===== src/rtl/sram_port_arbiter.sv =====
// Two-port arbiter in front of a single-port byte-addressable SRAM: instruction fetch (I)
// and data load/store (D) share one registered SRAM command, and each granted request gets one response pulse.
module sram_port_arbiter #(
    parameter int ADDR_W = 16,
    parameter bit RR_EN  = 1'b1
) (
    input  logic              clk,
    input  logic              rst,
    input  logic              i_req,
    input  logic [ADDR_W-1:0] i_addr,
    output logic              i_gnt,
    output logic              i_rvalid,
    output logic [31:0]       i_rdata,
    input  logic              d_req,
    input  logic              d_we,
    input  logic [1:0]        d_size,
    input  logic              d_unsigned,
    input  logic [ADDR_W-1:0] d_addr,
    input  logic [31:0]       d_wdata,
    output logic              d_gnt,
    output logic              d_rvalid,
    output logic [31:0]       d_rdata,
    output logic [ADDR_W-1:0] sram_addr,
    output logic [3:0]        sram_wen,
    output logic [31:0]       sram_wdata,
    input  logic [31:0]       sram_rdata
);
    typedef enum logic [1:0] {IDLE, ACCESS, RESP} state_t;
    typedef enum logic {OWN_I, OWN_D} owner_t;

    state_t            state_q, state_d;
    owner_t            owner_q, owner_d;
    owner_t            last_owner_q, last_owner_d;
    logic              we_q, we_d;
    logic [1:0]        size_q, size_d;
    logic              uns_q, uns_d;
    logic [ADDR_W-1:0] sram_addr_q, sram_addr_d;
    logic [3:0]        sram_wen_q, sram_wen_d;
    logic [31:0]       sram_wdata_q, sram_wdata_d;
    logic              i_rvalid_q, i_rvalid_d;
    logic              d_rvalid_q, d_rvalid_d;
    logic [31:0]       i_rdata_q, i_rdata_d;
    logic [31:0]       d_rdata_q, d_rdata_d;
    logic              grant_ok;
    logic              pick_d;
    logic [31:0]       load_ext;

    function automatic logic [3:0] size_to_wen(input logic [1:0] size);
        case (size)
            2'b00:   return 4'b0001;
            2'b01:   return 4'b0011;
            2'b11:   return 4'b0111;
            default: return 4'b1111;
        endcase
    endfunction

    // Grants only when the SRAM command register is free; RESP overlaps the next grant.
    assign grant_ok = ~rst & ((state_q == IDLE) | (state_q == RESP));

    always_comb begin
        pick_d = 1'b0;
        if (d_req && !i_req) begin
            pick_d = 1'b1;
        end else if (d_req && i_req) begin
            pick_d = RR_EN ? (last_owner_q == OWN_I) : 1'b1;
        end
    end

    assign d_gnt = grant_ok & d_req & pick_d;
    assign i_gnt = grant_ok & i_req & ~pick_d;

    always_comb begin
        case (size_q)
            2'b00:   load_ext = {{24{~uns_q & sram_rdata[7]}},  sram_rdata[7:0]};
            2'b01:   load_ext = {{16{~uns_q & sram_rdata[15]}}, sram_rdata[15:0]};
            2'b11:   load_ext = {{8{~uns_q & sram_rdata[23]}},  sram_rdata[23:0]};
            default: load_ext = sram_rdata;
        endcase
    end

    always_comb begin
        state_d      = state_q;
        owner_d      = owner_q;
        last_owner_d = last_owner_q;
        we_d         = we_q;
        size_d       = size_q;
        uns_d        = uns_q;
        sram_addr_d  = sram_addr_q;
        sram_wen_d   = sram_wen_q;
        sram_wdata_d = sram_wdata_q;
        i_rdata_d    = i_rdata_q;
        d_rdata_d    = d_rdata_q;
        i_rvalid_d   = 1'b0;
        d_rvalid_d   = 1'b0;

        case (state_q)
            ACCESS: begin
                if (owner_q == OWN_D) begin
                    d_rdata_d  = we_q ? 32'd0 : load_ext;
                    d_rvalid_d = 1'b1;
                end else begin
                    i_rdata_d  = sram_rdata;
                    i_rvalid_d = 1'b1;
                end
                sram_wen_d = 4'b0000;
                state_d    = RESP;
            end
            default: state_d = IDLE;
        endcase

        // A grant in IDLE or RESP overrides the fall-back to IDLE.
        if (i_gnt || d_gnt) begin
            owner_d      = d_gnt ? OWN_D : OWN_I;
            last_owner_d = d_gnt ? OWN_D : OWN_I;
            we_d         = d_gnt & d_we;
            size_d       = d_size;
            uns_d        = d_unsigned;
            sram_addr_d  = d_gnt ? d_addr : i_addr;
            sram_wdata_d = d_gnt ? d_wdata : 32'd0;
            sram_wen_d   = (d_gnt && d_we) ? size_to_wen(d_size) : 4'b0000;
            state_d      = ACCESS;
        end
    end

    always_ff @(posedge clk or posedge rst) begin
        if (rst) begin
            state_q      <= IDLE;
            owner_q      <= OWN_I;
            last_owner_q <= OWN_D;
            we_q         <= 1'b0;
            size_q       <= 2'b00;
            uns_q        <= 1'b0;
            sram_addr_q  <= '0;
            sram_wen_q   <= 4'b0000;
            sram_wdata_q <= 32'd0;
            i_rvalid_q   <= 1'b0;
            d_rvalid_q   <= 1'b0;
            i_rdata_q    <= 32'd0;
            d_rdata_q    <= 32'd0;
        end else begin
            state_q      <= state_d;
            owner_q      <= owner_d;
            last_owner_q <= last_owner_d;
            we_q         <= we_d;
            size_q       <= size_d;
            uns_q        <= uns_d;
            sram_addr_q  <= sram_addr_d;
            sram_wen_q   <= sram_wen_d;
            sram_wdata_q <= sram_wdata_d;
            i_rvalid_q   <= i_rvalid_d;
            d_rvalid_q   <= d_rvalid_d;
            i_rdata_q    <= i_rdata_d;
            d_rdata_q    <= d_rdata_d;
        end
    end

    assign sram_addr  = sram_addr_q;
    assign sram_wen   = sram_wen_q;
    assign sram_wdata = sram_wdata_q;
    assign i_rvalid   = i_rvalid_q;
    assign d_rvalid   = d_rvalid_q;
    assign i_rdata    = i_rdata_q;
    assign d_rdata    = d_rdata_q;

endmodule


===== config.mk =====
export PLATFORM = sky130hd
export DESIGN_NAME = sram_port_arbiter
export DESIGN_NICKNAME = d
export VERILOG_FILES = /design/src/rtl/sram_port_arbiter.sv
export SDC_FILE = /design/constraint.sdc
export NUM_CORES = 1
export LEC_CHECK = 0
export ABC_AREA = 0
export CAP_MARGIN = 0
export CORE_MARGIN = 4
export CORE_UTILIZATION = 40
export DETAILED_ROUTE_END_ITERATION = 8
export GPL_ROUTABILITY_DRIVEN = 0
export GPL_TIMING_DRIVEN = 0
export PLACE_DENSITY_LB_ADDON = 0.25
export RECOVER_POWER = 100
export SETUP_SLACK_MARGIN = 0.3
export SYNTH_ARGS = -nofsm -noshare
export SYNTH_HDL_FRONTEND = slang
export SYNTH_SLANG_ARGS = --single-unit

===== constraint.sdc =====
create_clock -name clk -period 6.33 [get_ports clk]
set_clock_uncertainty 0.2 [all_clocks]
set_input_delay 1.266 -clock clk [delete_from_list [all_inputs] [get_ports clk]]
set_output_delay 1.266 -clock clk [all_outputs]
set_load 0.02 [all_outputs]

==> summary.txt, run 1 <==
Area Growth Syn to Fin: 62.3%
clock share of power: 33.6%
CP bufs+invs: 4
Total Nets Final: 752
CTS tree: yes
Total Routed Length: 14100 µm
share of the synthesized area in the top cell type: 63.2%
Synth Instances: 405
Hold WS: 0.259 ns
arrival time worst endpoint: 3.67 ns
Logic pwr share: 31.7%
Leakage: 3.71 nW
synth top area cells: dfrtp_1 (63%), mux2_2 (7.3%), a22o_1 (5.8%), nand2_1 (5.2%), o21ai_0 (4.1%)
M2 GR Usage: 33.8%
failing checks: capacitance limit, slew limit
beginning of the worst hold path: state_q[1]$_DFF_PP0_
Initial Util: 41.0%
switching pwr: 1.03 mW
status: finished with violations
CP max FO: 10
met3 Use GR: 9.54%
Antenna Nets Post-Route: 0
max_slew headroom: -37.8%
Synth top cells by count: dfrtp_1 (125), nand2_1 (69), o21ai_0 (41), a22o_1 (33), mux2_2 (32)
WHS Path Cells: 1
Avg Cell Area, Syn: 12.2 µm²
Core ar.: 0.0121 mm²
Post-synth EDFFs: 0
Mapped Area: 0.00495 mm²
First DRT Iteration DRCs: 179
pre-CTS setup slack: 1.60 ns
# hold bufs at CTS: 0
Netlist cell types: 32
most common cell in the netlist: dfrtp_1
unrepaired setup endpoints after global routing: false
post-synthesis register bit count: 126
Die ar.: 0.0142 mm²
crit path kind: primary input to primary output
largest net degree at the start of global routing: 88
layout cells sized above 1: 11.0%
Max Cap Violations: 2
Net Count, Synth: 509
PortBufs: 223
Final Critical Period: 5.14 ns
f_max: 0.195 GHz
M1 GR Usage: 24.5%
Sink Count: 126
Vias per Instance: 4.91
FP Rows: 40
Final WS setup: 1.19 ns
fillers: 949
total vias in the final route: 4076
CTS resizes: 0
Max stage delay on crit path: 0.75 ns
critical path endpoint category: primary output
CTS Buf Count: 17
io pins: 224
R2R cell count: 5
Remaining Overflow, GRT: 0
Net Sw Frac: 30.7%
Total Routing Usage GR: 20.6%
Worst Hold Path EP: state_q[1]$_DFF_PP0_
Longest Clk Path Bufs: 2
Worst R2R End: i_rdata[16]$_DFFE_PP0P_
CTS clk-pin slew, worst paths: 0.05 ns
VDD IR max: 0.153 mV
Final Hold Vio Count: 0
Synth Warn #: 0
final setup fails: 0
worst slew pin tran: 2.07 ns
fin crit share: 81.2%
Clock Latency Late Sink: 0.39 ns
DIE WIDTH: 119 µm
Flop pwr share: 34.6%
CP Depth: 6
RR Startpoint: state_q[0]$_DFF_PP0_
DR DRC count: 0
routed len/inst: 17.0 µm
critical path required time: 4.86 ns
initial antenna violation count: 1
post-DP HPWL: 10700 µm
CP max stage cell: dlygate4sd3_1
busiest grt layer: met2
htree depth: 4
total internal power: 2.31 mW
Synth area leader: dfrtp_1
power per cell area: 416 mW/mm²
root buf cell: clkbuf_16
Synth Flop Type: dfrtp_1
Final Max Slew Viols: 129
Post CTS Setup Buffer Count: 0
Seq/Total Area, Yosys: 63.8%
TritonRoute pass-1 iters: 4
crit-path leading delay family: buffers and inverters
min-delay worst type: flip-flop to flip-flop
area taken by multi-input logic gates: 0.00161 mm²
number of global-route vias before repair: 4421
Async SR Flop Fraction: 100%
worst-path cell chain: dlygate4sd3_1 -> nor2_1 -> and3_1 -> clkbuf_1 -> clkbuf_1 -> dlygate4sd3_1
crit start category: primary input
Die Ht: 119 µm
global-route wire length before repair: 23200 µm
FF-to-FF setup slack: 3.95 ns
register area: 0.00315 mm²
[routing by layer]
metal  part of all wire [%]  up-vias
met5                      0        -
met4                   0.81        0
met3                     10       12
met2                     49      170
met1                     40     1982
li1                       -     1912
[power groups by stage]
stage               combinational [mW]  clock [mW]  sequential, mW
finish                            1.06        1.12            1.16
global route                      1.13        1.18            1.19
CTS                               1.17        1.14            1.17
detailed placement                1.16           0            1.18
global placement                  1.14           0            1.17
floorplan                        0.271           0            1.44
[registers in the layout (all words and copies together), names as in the netlist]
name          flops
i_rvalid          1
uns_q             1
d_rvalid          1
state_q           2
d_rdata          32
last_owner_q      1
i_rdata          32
we_q              1
sram_wen          4
sram_addr        16
sram_wdata       32
owner_q           1
size_q            2
[kinds of logic after synthesis]
kind of cell           synth area share, %
flip-flops                            63.8
multiplexers                          10.5
AND/OR/NAND/NOR                       7.84
AO/OA/AOI/OAI                         14.6
buffers and inverters                 3.24
[metrics by stage]
stage                     instances  TNS (ns)  total power [mW]  instance area [µm²]  util, %
after floorplan                 405         0              1.71                 4950        -
final                           830         0              3.34                 8030     66.6
after detailed placement        797         0              2.34                 7420     61.5
after global routing            830         0              3.51                 8030     66.6
after global placement          796    -20.55              2.31                 7390     61.3
after CTS                       829         0              3.48                 8110     67.3
[worst max-delay path by stage]
stage	from	to
final	rst	d_gnt
after global routing	rst	d_rdata[18]$_DFFE_PP0P_
after global placement	rst	d_rdata[11]$_DFFE_PP0P_
after detailed placement	rst	i_gnt
after CTS	rst	i_gnt
after floorplan	rst	d_rdata[0]$_DFFE_PP0P_
[cell type report]
class | count | area share [%]
tap | 168 | 2.62
multi-input combinational | 249 | 20.0
clock inverter | 9 | 2.54
sequential | 126 | 39.3
antenna | 1 | 0.0312
clock buffer | 23 | 6.08
timing repair buffer | 224 | 27.9
buffer | 26 | 1.40
inverter | 4 | 0.203
[layout by cell type (no fill, tap or decap), types with 6 or more instances in the layout]
| cell type | Yosys | routed |
|---|---|---|
| dlygate4sd3_1 | 0 | 126 |
| dfrtp_1 | 125 | 125 |
| clkdlybuf4s50_1 | 0 | 97 |
| nand2_1 | 69 | 69 |
| o21ai_0 | 41 | 43 |
| a22o_1 | 33 | 33 |
| mux2_2 | 32 | 32 |
| clkbuf_1 | 10 | 21 |
| a21oi_1 | 18 | 18 |
| clkbuf_16 | 0 | 17 |
| mux2i_1 | 16 | 16 |
| nor2_1 | 10 | 11 |
| o31ai_1 | 8 | 8 |
| bufinv_16 | 0 | 6 |
(Power assumes the default switching activity.)
==> run 2: changes to the inputs <==
--- a/config.mk
+++ b/config.mk
@@ -8,7 +8,7 @@
 export ABC_AREA = 0
 export CAP_MARGIN = 0
 export CORE_MARGIN = 4
-export CORE_UTILIZATION = 40
+export CORE_UTILIZATION = 38
 export DETAILED_ROUTE_END_ITERATION = 8
 export GPL_ROUTABILITY_DRIVEN = 0
 export GPL_TIMING_DRIVEN = 0
==> constraint.sdc (replaced) <==
create_clock -name clk -period 4.5 [get_ports clk]
set_clock_uncertainty 0.2 [all_clocks]
set_input_delay 0.9 -clock clk [delete_from_list [all_inputs] [get_ports clk]]
set_output_delay 0.9 -clock clk [all_outputs]
set_load 0.02 [all_outputs]
==> run 2 against run 1 <==
Compared with the run above:
- the run still ends with capacitance limit, slew limit left
- count of clock-buffer cells in the layout down 1
- utilization down 2.9 points
- power up 40%
- routed wire length up 0.91%
- hold slack about the same
- first-iteration DRC count down 22%
- non-clock buffer count up 2
- cell count up 0.60%
- sequential share of layout area down 0.17 points
- combinational power up 41%
- critical path type unchanged
- critical endpoint unchanged
- largest cell class unchanged
==> summary.txt, run 2 (synthesis gave the netlist of run 1 again) <==
Worst R2R End: i_rdata[12]$_DFFE_PP0P_
global-route wire length before repair: 22700 µm (-2.3%)
Final Max Slew Viols: 32 (-75%)
layout cells sized above 1: 11.5% (+0.42 points)
final std cell area, no fill: 0.00807 mm² (+0.44%)
most frequent cells in the layout: dfrtp_1 (125), dlygate4sd3_1 (122), clkdlybuf4s50_1 (101), nand2_1 (69), o21ai_0 (43)
pre-CTS setup slack: 0.524 ns (-1.08 ns)
commonest non-fill, non-tap cell in the layout: dfrtp_1
Vias per Instance: 4.86 (-1.1%)
Total Nets Final: 754 (+0.27%)
Max Cap Violations: 1 (-1)
initial antenna violation count: 0 (-1)
beginning of the worst hold path: state_q[1]$_DFF_PP0_
unrepaired setup endpoints after global routing: false
Total Routed Length: 14300 µm (+0.91%)
status: finished with violations
R2R cell count: 5 (unchanged)
Core ar.: 0.0127 mm² (+5.1%)
io pins: 224 (unchanged)
Antenna Nets Post-Route: 0 (unchanged)
Final Critical Period: 4.17 ns
fillers: 1018 (+7.3%)
Remaining Overflow, GRT: 0 (unchanged)
arrival time worst endpoint: 3.07 ns (-0.60 ns)
post-DP HPWL: 10900 µm (+2.1%)
First DRT Iteration DRCs: 140 (-22%)
routed len/inst: 17.1 µm (+0.31%)
TritonRoute pass-1 iters: 4 (unchanged)
Area Growth Syn to Fin: 63.0%
FF-to-FF setup slack: 2.13 ns (-1.82 ns)
Hold WS: 0.258 ns (-0.000435 ns)
Final WS setup: 0.334 ns (-0.856 ns)
min-delay worst type: flip-flop to flip-flop
Clock Latency Late Sink: 0.40 ns (about the same)
worst slew pin tran: 1.77 ns (-0.301 ns)
non-filler cells, final: 835 (+0.60%)
Layout Utilization: 63.7% (-2.9 points)
critical path required time: 3.40 ns (-1.46 ns)
largest net degree at the start of global routing: 43 (-51%)
Final Hold Vio Count: 0 (unchanged)
Max stage delay on crit path: 0.71 ns (-0.04 ns)
dpl cells: 803 (+0.75%)
htree depth: 4 (unchanged)
# diodes: 0 (-1)
crit-path leading delay family: buffers and inverters
worst-path cell chain: dlygate4sd3_1 -> nor2_2 -> and3_1 -> buf_2 -> clkbuf_1 -> clkdlybuf4s50_1
total vias in the final route: 4057 (-0.47%)
Longest Clk Path Bufs: 2 (unchanged)
number of global-route vias before repair: 4384 (-0.84%)
CTS tree: yes
CTS clk-pin slew, worst paths: 0.05 ns (about the same)
DR DRC count: 0 (unchanged)
root buf cell: clkbuf_16
setup_tns: 0 ns (unchanged)
Leakage: 3.72 nW (+0.25%)
PortBufs: 223 (unchanged)
CP max stage cell: clkdlybuf4s50_1
RR Startpoint: state_q[0]$_DFF_PP0_
CTS Buf Count: 17 (unchanged)
Sink Count: 126 (unchanged)
Die ar.: 0.0149 mm² (+4.9%)
CP max FO: 10 (unchanged)
max_slew headroom: -17.8% (+20 points)
VDD IR max: 0.209 mV (+36%)
CP bufs+invs: 4 (unchanged)
fin crit share: 92.6%
FP Rows: 41 (+2.5%)
DIE WIDTH: 122 µm (+2.4%)
Post CTS Setup Buffer Count: 0 (unchanged)
CTS resizes: 0 (unchanged)
Die Ht: 122 µm (+2.4%)
WHS Path Cells: 1 (unchanged)
power per cell area: 581 mW/mm² (+40%)
Post-DP Area: 0.00746 mm² (+0.49%)
crit start category: primary input
crit path kind: primary input to primary output
f_max: 0.240 GHz
final setup fails: 0 (unchanged)
Initial Util: 39.0% (-2.0 points)
Tot Pwr: 4.68 mW (+40%)
critical path endpoint category: primary output
# hold bufs at CTS: 0 (unchanged)
Total Routing Usage GR: 19.7% (-0.90 points)
Worst Hold Path EP: state_q[1]$_DFF_PP0_
failing checks: capacitance limit, slew limit
run 2: worst max path at each step:
stage	startpoint	end	slack, ns	cells past startpoint
2_1_floorplan	rst	i_gnt	1.61	4
3_3_place_gp	rst	i_gnt	0.56	6
3_5_place_dp	rst	i_gnt	0.52	6
4_1_cts	rst	i_gnt	0.52	6
5_1_grt	rst	d_gnt	0.22	6
6_report	rst	d_gnt	0.33	6
run 2: final cells by class:
type | count | area (µm²) | share of cell area [%]
sequential | 126 | 3150 | 39.1
clock buffer | 22 | 474 | 5.88
tap | 172 | 215 | 2.67
multi-input combinational | 249 | 1610 | 19.9
timing repair buffer | 226 | 2280 | 28.2
buffer | 26 | 114 | 1.41
clock inverter | 10 | 208 | 2.58
inverter | 4 | 16.3 | 0.202
run 2: power by group:
group	switching (mW)	total [mW]	internal, mW
combinational	0.790	1.49	0.702
sequential	0.172	1.63	1.46
clock	0.479	1.56	1.08
total	1.44	4.68	3.24
run 2: worst register-to-register path, delay by kind of cell, from the launching register on:
family,cells,cell delay [ns]
muxes,1,0.41
and+or+nand+nor,2,0.47
buffers and inverters,2,0.81
DFF,1,0.36
run 2: layer usage:
layer | track usage, % | vias to the layer above | wire length [µm]
met3 | 8.45 | 11 | 1370
met1 | 23.9 | 1959 | 5910
met5 | 0 | - | 0
li1 | - | 1914 | -
met2 | 31.7 | 173 | 6820
met4 | 6.58 | 0 | 167
==> run 3: changes to the inputs <==
--- a/config.mk
+++ b/config.mk
@@ -15,6 +15,7 @@
 export PLACE_DENSITY_LB_ADDON = 0.25
 export RECOVER_POWER = 100
 export SETUP_SLACK_MARGIN = 0.3
+export SLEW_MARGIN = 20
 export SYNTH_ARGS = -nofsm -noshare
 export SYNTH_HDL_FRONTEND = slang
 export SYNTH_SLANG_ARGS = --single-unit
==> run 3 against run 2 <==
Compared with the run above:
- the run still ends with capacitance limit, slew limit left
- hold slack better by 0.0056 ns
- cell area down 2.2%
- via count up 0.42%
- register-to-register slack worse by 0.06 ns
- cell count unchanged
- combinational power about the same
- sequential cell count unchanged
- count of clock-buffer cells in the layout up 9
- sequential power about the same
- critical endpoint unchanged
- largest cell class unchanged
==> summary.txt, run 3 (synthesis gave the netlist of run 1 again) <==
Core ar.: 0.0127 mm² (unchanged)
min-delay worst type: flip-flop to flip-flop
failing checks: capacitance limit, slew limit
M2 GR Usage: 32.2% (+0.48 points)
Total Routing Usage GR: 20.1% (+0.41 points)
Antenna Nets Post-Route: 0 (unchanged)
initial antenna violation count: 0 (unchanged)
layout cells sized above 1: 10.1% (-1.4 points)
DR DRC count: 0 (unchanged)
PortBufs: 223 (unchanged)
final setup fails: 0 (unchanged)
met3 Use GR: 8.22% (-0.23 points)
Die Ht: 122 µm (unchanged)
critical path endpoint category: primary output
crit-path leading delay family: buffers and inverters
routed len/inst: 17.2 µm (+0.75%)
worst-path cell chain: dlygate4sd3_1 -> nor2_2 -> and3_1 -> clkbuf_1 -> buf_2 -> clkdlybuf4s50_1
Total Nets Final: 754 (unchanged)
TritonRoute pass-1 iters: 6 (+2)
Final Hold Vio Count: 0 (unchanged)
Final Max Slew Viols: 103 (+220%)
busiest grt layer: met2
Longest Clk Path Bufs: 2 (unchanged)
commonest non-fill, non-tap cell in the layout: dfrtp_1
FP Rows: 41 (unchanged)
total vias in the final route: 4074 (+0.42%)
CP max stage cell: clkdlybuf4s50_1
max_slew headroom: -21.3% (-3.6 points)
critical path required time: 3.40 ns (about the same)
final std cell area, no fill: 0.00788 mm² (-2.2%)
number of global-route vias before repair: 4351 (-0.75%)
htree depth: 4 (unchanged)
Die ar.: 0.0149 mm² (unchanged)
crit path kind: primary input to primary output
status: finished with violations
Leakage: 3.64 nW (-2.1%)
Sink Count: 126 (unchanged)
CTS clk-pin slew, worst paths: 0.05 ns (about the same)
CTS tree: yes
fin crit share: 91.6% (-1.0 points)
worst slew pin tran: 1.82 ns (+0.0533 ns)
Final Critical Period: 4.12 ns (-0.0455 ns)
CP bufs+invs: 4 (unchanged)
# hold bufs at CTS: 0 (unchanged)
setup_tns: 0 ns (unchanged)
largest net degree at the start of global routing: 36 (-16%)
Clock Latency Late Sink: 0.41 ns (about the same)
unrepaired setup endpoints after global routing: false
M1 GR Usage: 24.1% (+0.21 points)
Remaining Overflow, GRT: 0 (unchanged)
f_max: 0.243 GHz (+1.1%)
root buf cell: clkbuf_16
power per cell area: 551 mW/mm² (-5.0%)
Total Routed Length: 14400 µm (+0.75%)
global-route wire length before repair: 22900 µm (+1.0%)
Vias per Instance: 4.88 (+0.42%)
VDD IR max: 0.228 mV (+8.8%)
DIE WIDTH: 122 µm (unchanged)
Post CTS Setup Buffer Count: 0 (unchanged)
post-DP HPWL: 10800 µm (-0.89%)
Area Growth Syn to Fin: 59.4%
Max Cap Violations: 3 (+2)
arrival time worst endpoint: 3.02 ns (-0.05 ns)
Initial Util: 39.0% (unchanged)
CTS Buf Count: 17 (unchanged)
Post-DP Area: 0.00746 mm² (unchanged)
First DRT Iteration DRCs: 163 (+16%)
Max stage delay on crit path: 0.65 ns (-0.06 ns)
CTS resizes: 0 (unchanged)
# diodes: 0 (unchanged)
most frequent cells in the layout: dfrtp_1 (125), dlygate4sd3_1 (122), clkdlybuf4s50_1 (101), nand2_1 (69), o21ai_0 (43)
io pins: 224 (unchanged)
crit start category: primary input
CP max FO: 10 (unchanged)
-- run 3: changes by cell type in the layout (fill, tap and decap cells not counted) --
| cell | delta |
|---|---|
| clkbuf_1 | +9 |
| clkinvlp_4 | -3 |
| clkbuf_8 | +2 |
| bufinv_16 | -6 |
| buf_12 | -2 |
-- run 3: per-stage QoR --
stage | total power, mW | setup WS, ns | utilization [%] | std cells | hold WS (ns)
2_1_floorplan | 2.41 | 1.61 | - | 405 | 0.246
3_3_place_gp | 3.26 | 0.556 | 58.4 | 800 | 0.258
3_5_place_dp | 3.30 | 0.519 | 58.9 | 803 | 0.264
4_1_cts | 4.55 | 0.522 | 63.1 | 835 | 0.267
5_1_grt | 4.58 | 0.263 | 62.2 | 835 | 0.302
6_report | 4.35 | 0.379 | 62.2 | 835 | 0.264
-- run 3: final timing paths --
check                                          start                    endpoint  slack (ns)  cells past startpoint
worst min-delay path            state_q[1]$_DFF_PP0_        state_q[1]$_DFF_PP0_        0.26                      1
worst max-delay path                             rst                       d_gnt        0.38                      6
min in group asynchronous                        rst  sram_wdata[12]$_DFFE_PP0P_        1.05                      2
worst min register to register  state_q[1]$_DFF_PP0_        state_q[1]$_DFF_PP0_        0.26                      1
worst max register to register  state_q[0]$_DFF_PP0_     i_rdata[10]$_DFFE_PP0P_        2.07                      5
max in group asynchronous                        rst     d_rdata[28]$_DFFE_PP0P_        0.84                      3
-- run 3: area by class of cell --
cell class / instances / area, µm²
fillers: 1047 / 4790
flip-flops and latches: 126 / 3150
repair buffers: 226 / 2240
multi-input cells: 249 / 1610
clock buffers: 31 / 528
well taps: 172 / 215
plain buffers: 26 / 114
inverters: 4 / 16.3
clock inverters: 1 / 5.00
-- run 3: where the power goes --
group / switching, mW / leakage [nW] / internal (mW)
Clock: 0.449 / 0.260 / 0.777
Sequential: 0.174 / 1.57 / 1.46
Combinational: 0.790 / 1.80 / 0.699
Total: 1.41 / 3.64 / 2.93
-- run 3: layer usage --
layer  wire, µm  share of wire, %
met2       6840                48
met3       1430               9.9
met4        223               1.6
met5          0                 0
met1       5890                41
